===== config.mk =====
export PLATFORM = sky130hd
export DESIGN_NAME = reg_dump
export DESIGN_NICKNAME = d
export VERILOG_FILES = /design/src/rtl/reg_dump.sv
export SDC_FILE = /design/constraint.sdc
export NUM_CORES = 1
export LEC_CHECK = 0
export ABC_AREA = 1
export CORE_MARGIN = 4
export CORE_UTILIZATION = 42
export DETAILED_ROUTE_END_ITERATION = 7
export PLACE_DENSITY = 0.77
export SYNTH_ARGS = -nofsm -noshare
export SYNTH_HDL_FRONTEND = slang
export SYNTH_SLANG_ARGS = --single-unit
export TNS_END_PERCENT = 20

===== constraint.sdc =====
create_clock -name clk -period 1.5 [get_ports clk]
set_clock_uncertainty 0.1 [all_clocks]
set_input_delay 0.225 -clock clk [delete_from_list [all_inputs] [get_ports clk]]
set_output_delay 0.225 -clock clk [all_outputs]
set_load 0.02 [all_outputs]

===== src/rtl/reg_dump.sv =====
// Register-file dump streamer: reads 2**pw registers one at a time and sends each as a
// valid/ready beat. Optional macro DUMP_FLAGS_EN appends a final beat carrying the flag snapshot.
module reg_dump #(
  parameter int pw = 3
) (
  input  logic          clk,
  input  logic          reset,
  input  logic          start,
  output logic [pw:0]   rd_addr,
  input  logic [7:0]    dat_in,
  input  logic          zeroIn,
  input  logic          ngtvIn,
  input  logic          scryIn,
  output logic [7:0]    out_data,
  output logic          out_valid,
  input  logic          out_ready,
  output logic          out_last,
  output logic          busy,
  output logic          done
);

  localparam logic [pw:0] last_addr = {1'b0, {pw{1'b1}}};

  typedef enum logic [2:0] {
    IDLE = 3'd0,
    READ = 3'd1,
    SEND = 3'd2,
    FLAG = 3'd3,
    DONE = 3'd4
  } state_t;

  state_t      state_r, state_s;
  logic [pw:0] rd_addr_r, rd_addr_s;
  logic [7:0]  out_data_r, out_data_s;
  logic        out_valid_r, out_valid_s;
  logic        out_last_r, out_last_s;
  logic        busy_r, busy_s;
  logic        done_r, done_s;

`ifdef DUMP_FLAGS_EN
  logic [2:0]  flags_r, flags_s;
`else
  logic        unused_flags_s;
  assign unused_flags_s = ^{zeroIn, ngtvIn, scryIn};
`endif

  // Next-state and next-output decode; every output is registered from these values.
  always_comb begin
    state_s     = state_r;
    rd_addr_s   = rd_addr_r;
    out_data_s  = out_data_r;
    out_valid_s = out_valid_r;
    out_last_s  = out_last_r;
    busy_s      = busy_r;
    done_s      = 1'b0;
`ifdef DUMP_FLAGS_EN
    flags_s     = flags_r;
`endif
    case (state_r)
      IDLE: begin
        if (start) begin
          state_s   = READ;
          rd_addr_s = '0;
          busy_s    = 1'b1;
`ifdef DUMP_FLAGS_EN
          flags_s   = {scryIn, ngtvIn, zeroIn};
`endif
        end else begin
          busy_s = 1'b0;
        end
      end
      READ: begin
        // dat_in is sampled live here so late writes to unread registers are seen
        state_s     = SEND;
        out_data_s  = dat_in;
        out_valid_s = 1'b1;
`ifdef DUMP_FLAGS_EN
        out_last_s  = 1'b0;
`else
        out_last_s  = (rd_addr_r == last_addr);
`endif
      end
      SEND: begin
        if (out_ready) begin
          out_valid_s = 1'b0;
          out_last_s  = 1'b0;
          if (rd_addr_r == last_addr) begin
`ifdef DUMP_FLAGS_EN
            state_s     = FLAG;
            out_valid_s = 1'b1;
            out_last_s  = 1'b1;
            out_data_s  = {5'b00000, flags_r};
`else
            state_s     = DONE;
            done_s      = 1'b1;
`endif
          end else begin
            state_s   = READ;
            rd_addr_s = rd_addr_r + {{pw{1'b0}}, 1'b1};
          end
        end else begin
          state_s = SEND;
        end
      end
      FLAG: begin
        if (out_ready) begin
          state_s     = DONE;
          done_s      = 1'b1;
          out_valid_s = 1'b0;
          out_last_s  = 1'b0;
        end else begin
          state_s = FLAG;
        end
      end
      DONE: begin
        state_s = IDLE;
        busy_s  = 1'b0;
      end
      default: begin
        state_s     = IDLE;
        out_valid_s = 1'b0;
        out_last_s  = 1'b0;
        busy_s      = 1'b0;
      end
    endcase
  end

  // State and output registers with synchronous reset taking priority.
  always_ff @(posedge clk) begin
    if (reset) begin
      state_r     <= IDLE;
      rd_addr_r   <= '0;
      out_data_r  <= 8'h00;
      out_valid_r <= 1'b0;
      out_last_r  <= 1'b0;
      busy_r      <= 1'b0;
      done_r      <= 1'b0;
`ifdef DUMP_FLAGS_EN
      flags_r     <= 3'b000;
`endif
    end else begin
      state_r     <= state_s;
      rd_addr_r   <= rd_addr_s;
      out_data_r  <= out_data_s;
      out_valid_r <= out_valid_s;
      out_last_r  <= out_last_s;
      busy_r      <= busy_s;
      done_r      <= done_s;
`ifdef DUMP_FLAGS_EN
      flags_r     <= flags_s;
`endif
    end
  end

  assign rd_addr   = rd_addr_r;
  assign out_data  = out_data_r;
  assign out_valid = out_valid_r;
  assign out_last  = out_last_r;
  assign busy      = busy_r;
  assign done      = done_r;

endmodule


==> summary.md, run 1 <==
| Metric | Value |
|---|---|
| Slew @ Worst Pin | `0.2625 ns` |
| Pin count of the biggest net entering global routing | `14` |
| Dpl hpwl | `1395 microns` |
| Pleak | `0.5323 nW` |
| Initial DRC Count | `7` |
| Share of cells above drive strength 1 | `9.220%` |
| Die width | `51.67 microns` |
| VDD IR max | `584.9 uV` |
| Syn Area/Cell | `7.346 sq um` |
| Post-Layout Cell Count | `166` |
| FP Rows | `15` |
| Kind of launch point of the worst setup path | `flop` |
| Setup repair bufs after CTS | `0` |
| Input/output buffers | `27` |
| Die Area | `0.002669 sq mm` |
| Vias | `777` |
| Gr usage total | `14.54%` |
| GPL Wtd Cong | `0.8899` |
| Slew Limit Fails | `0` |
| Syn nets | `125` |
| Crit end category | `flop` |
| Total Power | `1.177 mW` |
| H-tree Lvls | `1` |
| F_max | `721.0 MHz` |
| Vias per inst | `4.681` |
| WS Path Type | `flop to flop` |
| Clock buffer depth | `2` |
| Final setup margin | `0.1131 ns` |
| Vias in the first global route | `767` |
| I/O pins | `31` |
| First-pass iteration count of the detailed router | `4` |
| Status | `complete, no violations` |
| Post-synthesis sequential area ratio | `47.50%` |
| Diode count | `0` |
| CTS Buf Count | `3` |
| Die Height | `51.67 microns` |
| Clk sinks | `19` |
| Slew margin rel. | `82.39%` |
| Power Density | `1049 mW/mm^2` |
| Pre-CTS setup slack | `0.04286 ns` |
| Clock Root Buffer | `clkbuf_4` |
| TritonCTS clock tree | `built` |
| Filler cells | `174` |
| GRT overflow | `0` |
| First-pass GRT wire length | `3001 microns` |
| Arrival time of the worst setup path | `1.47 ns` |
| YS warnings | `0` |
| Gate Count Post-Synth | `109` |
| Setup violators final | `0` |
| Most common cell after layout, fill and taps aside | `nand2_1` |
| Clk pwr share | `21.9%` |
| Post-DR wirelength/cell | `10.66 microns` |
| HP Class | `flop to flop` |
| Sw power | `0.3933 mW` |
| Synth Cell Area | `800.8 sq um` |
| RSZ-0062 raised after global routing | `no` |
| R2R setup slack | `0.11 ns` |
| P_int | `0.7836 mW` |
| Most frequent cells in the layout | `nand2_1, dfxtp_1, a21oi_1, dlygate4sd2_1, inv_1` |
| Core area | `0.001764 sq mm` |
| Initial Utilization | `45.39%` |
| Total Neg Setup Slack | `0 ns` |
| Detailed Route WL | `1770 microns` |
| Yosys cell types | `20` |
| Fin nets | `158` |
| Fin crit share | `92.46%` |
| Area growth syn-to-layout | `40.16%` |
| Register clock-pin slew on the reported worst setup and hold paths | `0.11 ns` |
| Final ANT Viol Nets | `0` |
| Core Util, Final | `63.62%` |
| CP Data Required Time | `1.59 ns` |
| Initial antenna violation count | `0` |
| Post-synthesis register bit count | `19` |
| Comb pwr share | `28.4%` |
| CP max FO | `5` |
| Worst skew pair latency | `0.29 ns` |
| Max cap viols | `0` |
| Fin. Hold Viols | `0` |
| Tmin final | `1.387 ns` |
| Placed Cells | `162` |
| Reg power frac | `49.7%` |
| Net Sw Frac | `33.42%` |
| DR DRC count | `0` |
worst max-delay path, stage by stage, from the launching register on:
cell	delay, ns
dfxtp_1	0.41
ha_1	0.21
nand3_1	0.12
nand3_2	0.09
nand2_2	0.09
nand2_2	0.11
nand2_1	0.06
nand2_1	0.06
nor2_1	0.04
path summary, 6_finish.rpt:
path,from,endpoint,cells past startpoint
setup / recovery,rd_addr[1],rd_addr[1],8
hold / removal,out_valid,out_valid,2
setup reg to reg,rd_addr[1],rd_addr[1],8
hold reg to reg,out_valid,out_valid,2
synthesized netlist by cell type, drive strengths merged:
cell type	instances	area, sq um
clkinv	1	3.750
dfxtp	19	380.4
inv	13	48.79
nand3b	1	7.510
a21oi	16	80.08
nand2	32	125.1
nand4	1	6.260
ha	1	12.51
nand3	10	55.05
buf	1	7.510
o2111ai	1	8.760
clkbuf	1	3.750
nor2	8	37.54
nor3	1	5.000
o21ai	2	10.01
xnor2	1	8.760
power by group through the flow:
stage | Combinational (mW) | Sequential, mW | Clock (mW)
4_1_cts | 0.337 | 0.585 | 0.266
5_1_grt | 0.373 | 0.594 | 0.278
3_5_place_dp | 0.362 | 0.597 | 0
2_1_floorplan | 0.171 | 0.641 | 0
6_report | 0.334 | 0.585 | 0.258
3_3_place_gp | 0.354 | 0.596 | 0
cells by family after synthesis:
kind of cell | Yosys count | share of synthesized area (%)
buffers and inverters | 16 | 7.967
adders and majority gates | 1 | 1.562
xor gates and xnor gates | 1 | 1.094
AOI/OAI and AO/OA | 19 | 12.34
and+or+nand+nor | 53 | 29.53
DFF | 19 | 47.50
sequential cells by signal, summed over array words and instances, names as in the netlist:
register / flops
out_valid: 1
rd_addr: 4
state_r: 3
out_last: 1
done: 1
busy: 1
out_data: 8
stage by stage:
stage	hold slack, ns	cell area [sq um]
floorplan	0.1941	800.8
global placement	0.3494	1114
detailed placement	0.3530	1114
CTS	0.3679	1121
global route	0.3860	1122
finish	0.3634	1122
per-layer routing:
metal | routed length, microns | vias to the layer above | GRT usage [%]
met2 | 880 | 15 | 27.12
met4 | 12 | 0 | 3.930
met5 | 0 | - | 0
met3 | 59 | 2 | 3.725
li1 | - | 414 | -
met1 | 817 | 346 | 16.11
repair_timing:
item                                    4_1_cts  5_1_grt
endpoints found under the setup margin       16        4
hold buffers                                  0        0
gates resized for setup                      16        1
cloned                                        0        0
endpoints found under the hold margin         0        0
layout make-up:
class                   count  area (sq um)  share of cell area (%)
inverters                  14         52.55                   4.682
repair buffers             30         272.8                   24.30
clock buffers               3         22.52                   2.007
clock inverters             1         5.005                  0.4459
flip-flops and latches     19         381.6                   34.00
multi-input cells          74         356.6                   31.77
well taps                  25         31.28                   2.787
Power figures use the tool's default switching activity.
==> run 2, diff against run 1 <==
ABC_AREA = 0   (was 1)
CELL_PAD_IN_SITES_DETAIL_PLACEMENT = 2   (was unset)
CELL_PAD_IN_SITES_GLOBAL_PLACEMENT = 2   (was unset)
CORE_UTILIZATION = 25   (was 42)
PLACE_DENSITY = unset   (was 0.77)
PLACE_DENSITY_LB_ADDON = 0.1   (was unset)
==> run 2 against run 1 <==
  * Die area grew 68%
  * Routed wire length increased by 35%
  * Critical path depth shrank 3
  * Non-clock buffer count rose by 8
  * Via count did not move
  * Maximum frequency down 3.3%
  * First-iteration DRC count increased by 140%
  * Critical endpoint is now rd_addr[0]
  * Combinational power is 25% lower
  * Final cell count increased by 1.2%
  * Total power fell by 9.4%
  * Worst setup slack worse by 0.047 ns
  * Sequential power fell by 5.6%
==> summary.md, run 2 <==
| Metric | Value |
|---|---|
| Power Density | `836.8 mW/mm^2` |
| Pin count of the biggest net entering global routing | `20` |
| Top-count cell post-synth | `dfxtp_1` |
| Share of cells above drive strength 1 | `21.31%` |
| H-tree Lvls | `1` |
| R2R cell count | `5` |
| Clock buffer depth | `2` |
| Comb pwr share | `23.5%` |
| Top Family by Delay on Critical Path | `simple AND/OR/NAND/NOR gates` |
| Die width | `67.06 microns` |
| Clk sinks | `19` |
| CP max FO | `3` |
| Post-Layout Cell Count | `168` |
| Vias in the first global route | `881` |
| Top cell type's share of synthesized area | `43.62%` |
| Hold path endpoint | `out_valid` |
| Gate Count Post-Synth | `87` |
| Yosys cell types | `32` |
| Dpl hpwl | `1806 microns` |
| Total Power | `1.066 mW` |
| Initial antenna violation count | `0` |
| Die Area | `0.004497 sq mm` |
| Diode count | `0` |
| P_int | `0.7669 mW` |
| Reg power frac | `51.8%` |
| Slowest-stage cell, CP | `dfxtp_1` |
| Synth top area cells | `dfxtp_1, mux2i_1, nor2_1` |
| HP Class | `flop to flop` |
| Sw power | `0.2990 mW` |
| Slew Limit Fails | `0` |
| Post-synthesis sequential area ratio | `43.62%` |
| Most frequent cells in the layout | `dfxtp_1, dlygate4sd2_1, nor2_1, clkdlybuf4s50_1, buf_4` |
| Status | `complete, no violations` |
| Hold-fix buffers, CTS | `0` |
| Max FFs per register | `8` |
| Main synth FF type | `dfxtp_1` |
| Pre-CTS setup slack | `-0.07455 ns` |
| Initial Utilization | `25.93%` |
| Kind of launch point of the worst setup path | `flop` |
| Buf/Inv on CP | `1` |
| Clk pwr share | `24.7%` |
| Critical path's largest stage delay | `0.35 ns` |
| F_max | `697.2 MHz` |
| Final ANT Viol Nets | `0` |
| TritonCTS clock tree | `built` |
| WS Path Type | `flop to flop` |
| Gr usage total | `11.95%` |
| Arrival time of the worst setup path | `1.57 ns` |
| Area leader, netlist | `dfxtp_1` |
| Detailed Route WL | `2389 microns` |
| GPL Wtd Cong | `0.7027` |
| Worst skew pair latency | `0.29 ns` |
| Initial DRC Count | `17` |
| Worst hold path depth | `2` |
| Filler cells | `407` |
| First-pass iteration count of the detailed router | `2` |
| FP Rows | `21` |
| Net Sw Frac | `28.05%` |
| Share of synthesized registers carrying an async set or reset | `0%` |
| Vias | `777` |
| Fin nets | `139` |
| Tmin final | `1.434 ns` |
| Setup violators final | `0` |
| First-pass GRT wire length | `3967 microns` |
| Die Height | `67.06 microns` |
| Fin crit share | `95.62%` |
| Most common cell after layout, fill and taps aside | `dfxtp_1` |
| Post-synthesis register bit count | `19` |
| Syn Area/Cell | `10.02 sq um` |
| Clock Root Buffer | `clkbuf_4` |
| Final setup margin | `0.06576 ns` |
| RR Startpoint | `rd_addr[0]` |
| YS warnings | `0` |
| CTS Buf Count | `3` |
| Placed Cells | `164` |
| Fin. Hold Viols | `0` |
| Slew margin rel. | `75.99%` |
| R2R setup slack | `0.07 ns` |
| Core area | `0.003363 sq mm` |
| Vias per inst | `4.625` |
| Register clock-pin slew on the reported worst setup and hold paths | `0.11 ns` |
| Crit end category | `flop` |
| VDD IR max | `343.8 uV` |
| Worst r2r dst | `rd_addr[0]` |
| Area growth syn-to-layout | `46.05%` |
| CP Data Required Time | `1.63 ns` |
| Syn nets | `103` |
| Cell Chain, Critical Path | `ha_1, buf_4, and3b_1, nand3b_1, o22ai_1` |
| Pleak | `0.5299 nW` |
| Total Neg Setup Slack | `0 ns` |
| Setup repair bufs after CTS | `0` |
| Post-DR wirelength/cell | `14.22 microns` |
| Input/output buffers | `27` |
| Slew @ Worst Pin | `0.3593 ns` |
| Max cap viols | `0` |
| Post-synth top cells | `dfxtp_1, nor2_1, mux2i_1` |
| DR DRC count | `0` |
| GRT overflow | `0` |
| I/O pins | `31` |
| Synth Cell Area | `872.1 sq um` |
| Number of enable flip-flop cells after synthesis | `0` |
| Hold_sp | `out_valid` |
## run 2: cell types whose count changed after synthesis, moves of 4 or more
cell      before  now
nor2_1         7   12
a21oi_1       16    2
nand2b_1       0    4
nand2_1       30    5
nand3_1        9    2
inv_1         12    2
mux2i_1        0   10
## run 2: logic make-up after synthesis
family          Yosys count  synth area share (%)
compound gates           11                 10.76
fa+ha+maj                 1                 1.434
buf+inv                   9                 6.312
flops                    19                 43.61
mux                      11                 14.06
simple gates             36                 23.82
## run 2: stage by stage
step / utilization, % / hold slack, ns / cell area [sq um]
2_1_floorplan: - / 0.2722 / 872.1
3_3_place_gp: 36.87 / 0.3608 / 1240
3_5_place_dp: 36.87 / 0.3773 / 1240
4_1_cts: 37.05 / 0.3914 / 1246
5_1_grt: 37.87 / 0.4169 / 1274
6_report: 37.87 / 0.3819 / 1274
## run 2: layout make-up
type	count	area [sq um]	share of cell area, %
clock buffer	4	26.28	2.063
inverter	2	7.507	0.5894
multi-input combinational	59	459.2	36.05
sequential	19	385.4	30.26
tap	46	57.56	4.519
timing repair buffer	38	337.8	26.52
## run 2: worst max-delay path by stage
stage / from / to / depth (start not counted)
after floorplan: rd_addr[0] / rd_addr[3] / 4
after global routing: rd_addr[0] / rd_addr[0] / 5
after detailed placement: out_ready / rd_addr[3] / 4
after global placement: out_ready / rd_addr[3] / 4
after CTS: state_r[1] / out_data[0] / 5
final: rd_addr[0] / rd_addr[0] / 5
## run 2: per-layer routing
| metal | routed length [microns] | track usage (%) | vias up |
|---|---|---|---|
| met5 | 0 | 0 | - |
| met2 | 1226 | 20.61 | 16 |
| li1 | - | - | 376 |
| met3 | 75 | 2.867 | 4 |
| met4 | 29 | 5.316 | 0 |
| met1 | 1057 | 13.78 | 381 |
## run 2: power by group through the flow
stage	Sequential, mW	Clock [mW]	Combinational (mW)
floorplan	0.580	0	0.131
global placement	0.563	0	0.252
detailed placement	0.564	0	0.258
CTS	0.553	0.282	0.245
global route	0.557	0.309	0.272
finish	0.552	0.263	0.250
## run 2: what timing repair did
action / 4_1_cts / 5_1_grt
pin swaps: 0 / 1
setup endpoints to repair: 16 / 13
gates resized for setup: 16 / 8
## run 2: worst register-to-register path, stage by stage, from the launching register on
cell,delay (ns)
dfxtp_1,0.35
ha_1,0.22
buf_4,0.14
and3b_1,0.20
nand3b_1,0.20
o22ai_1,0.16
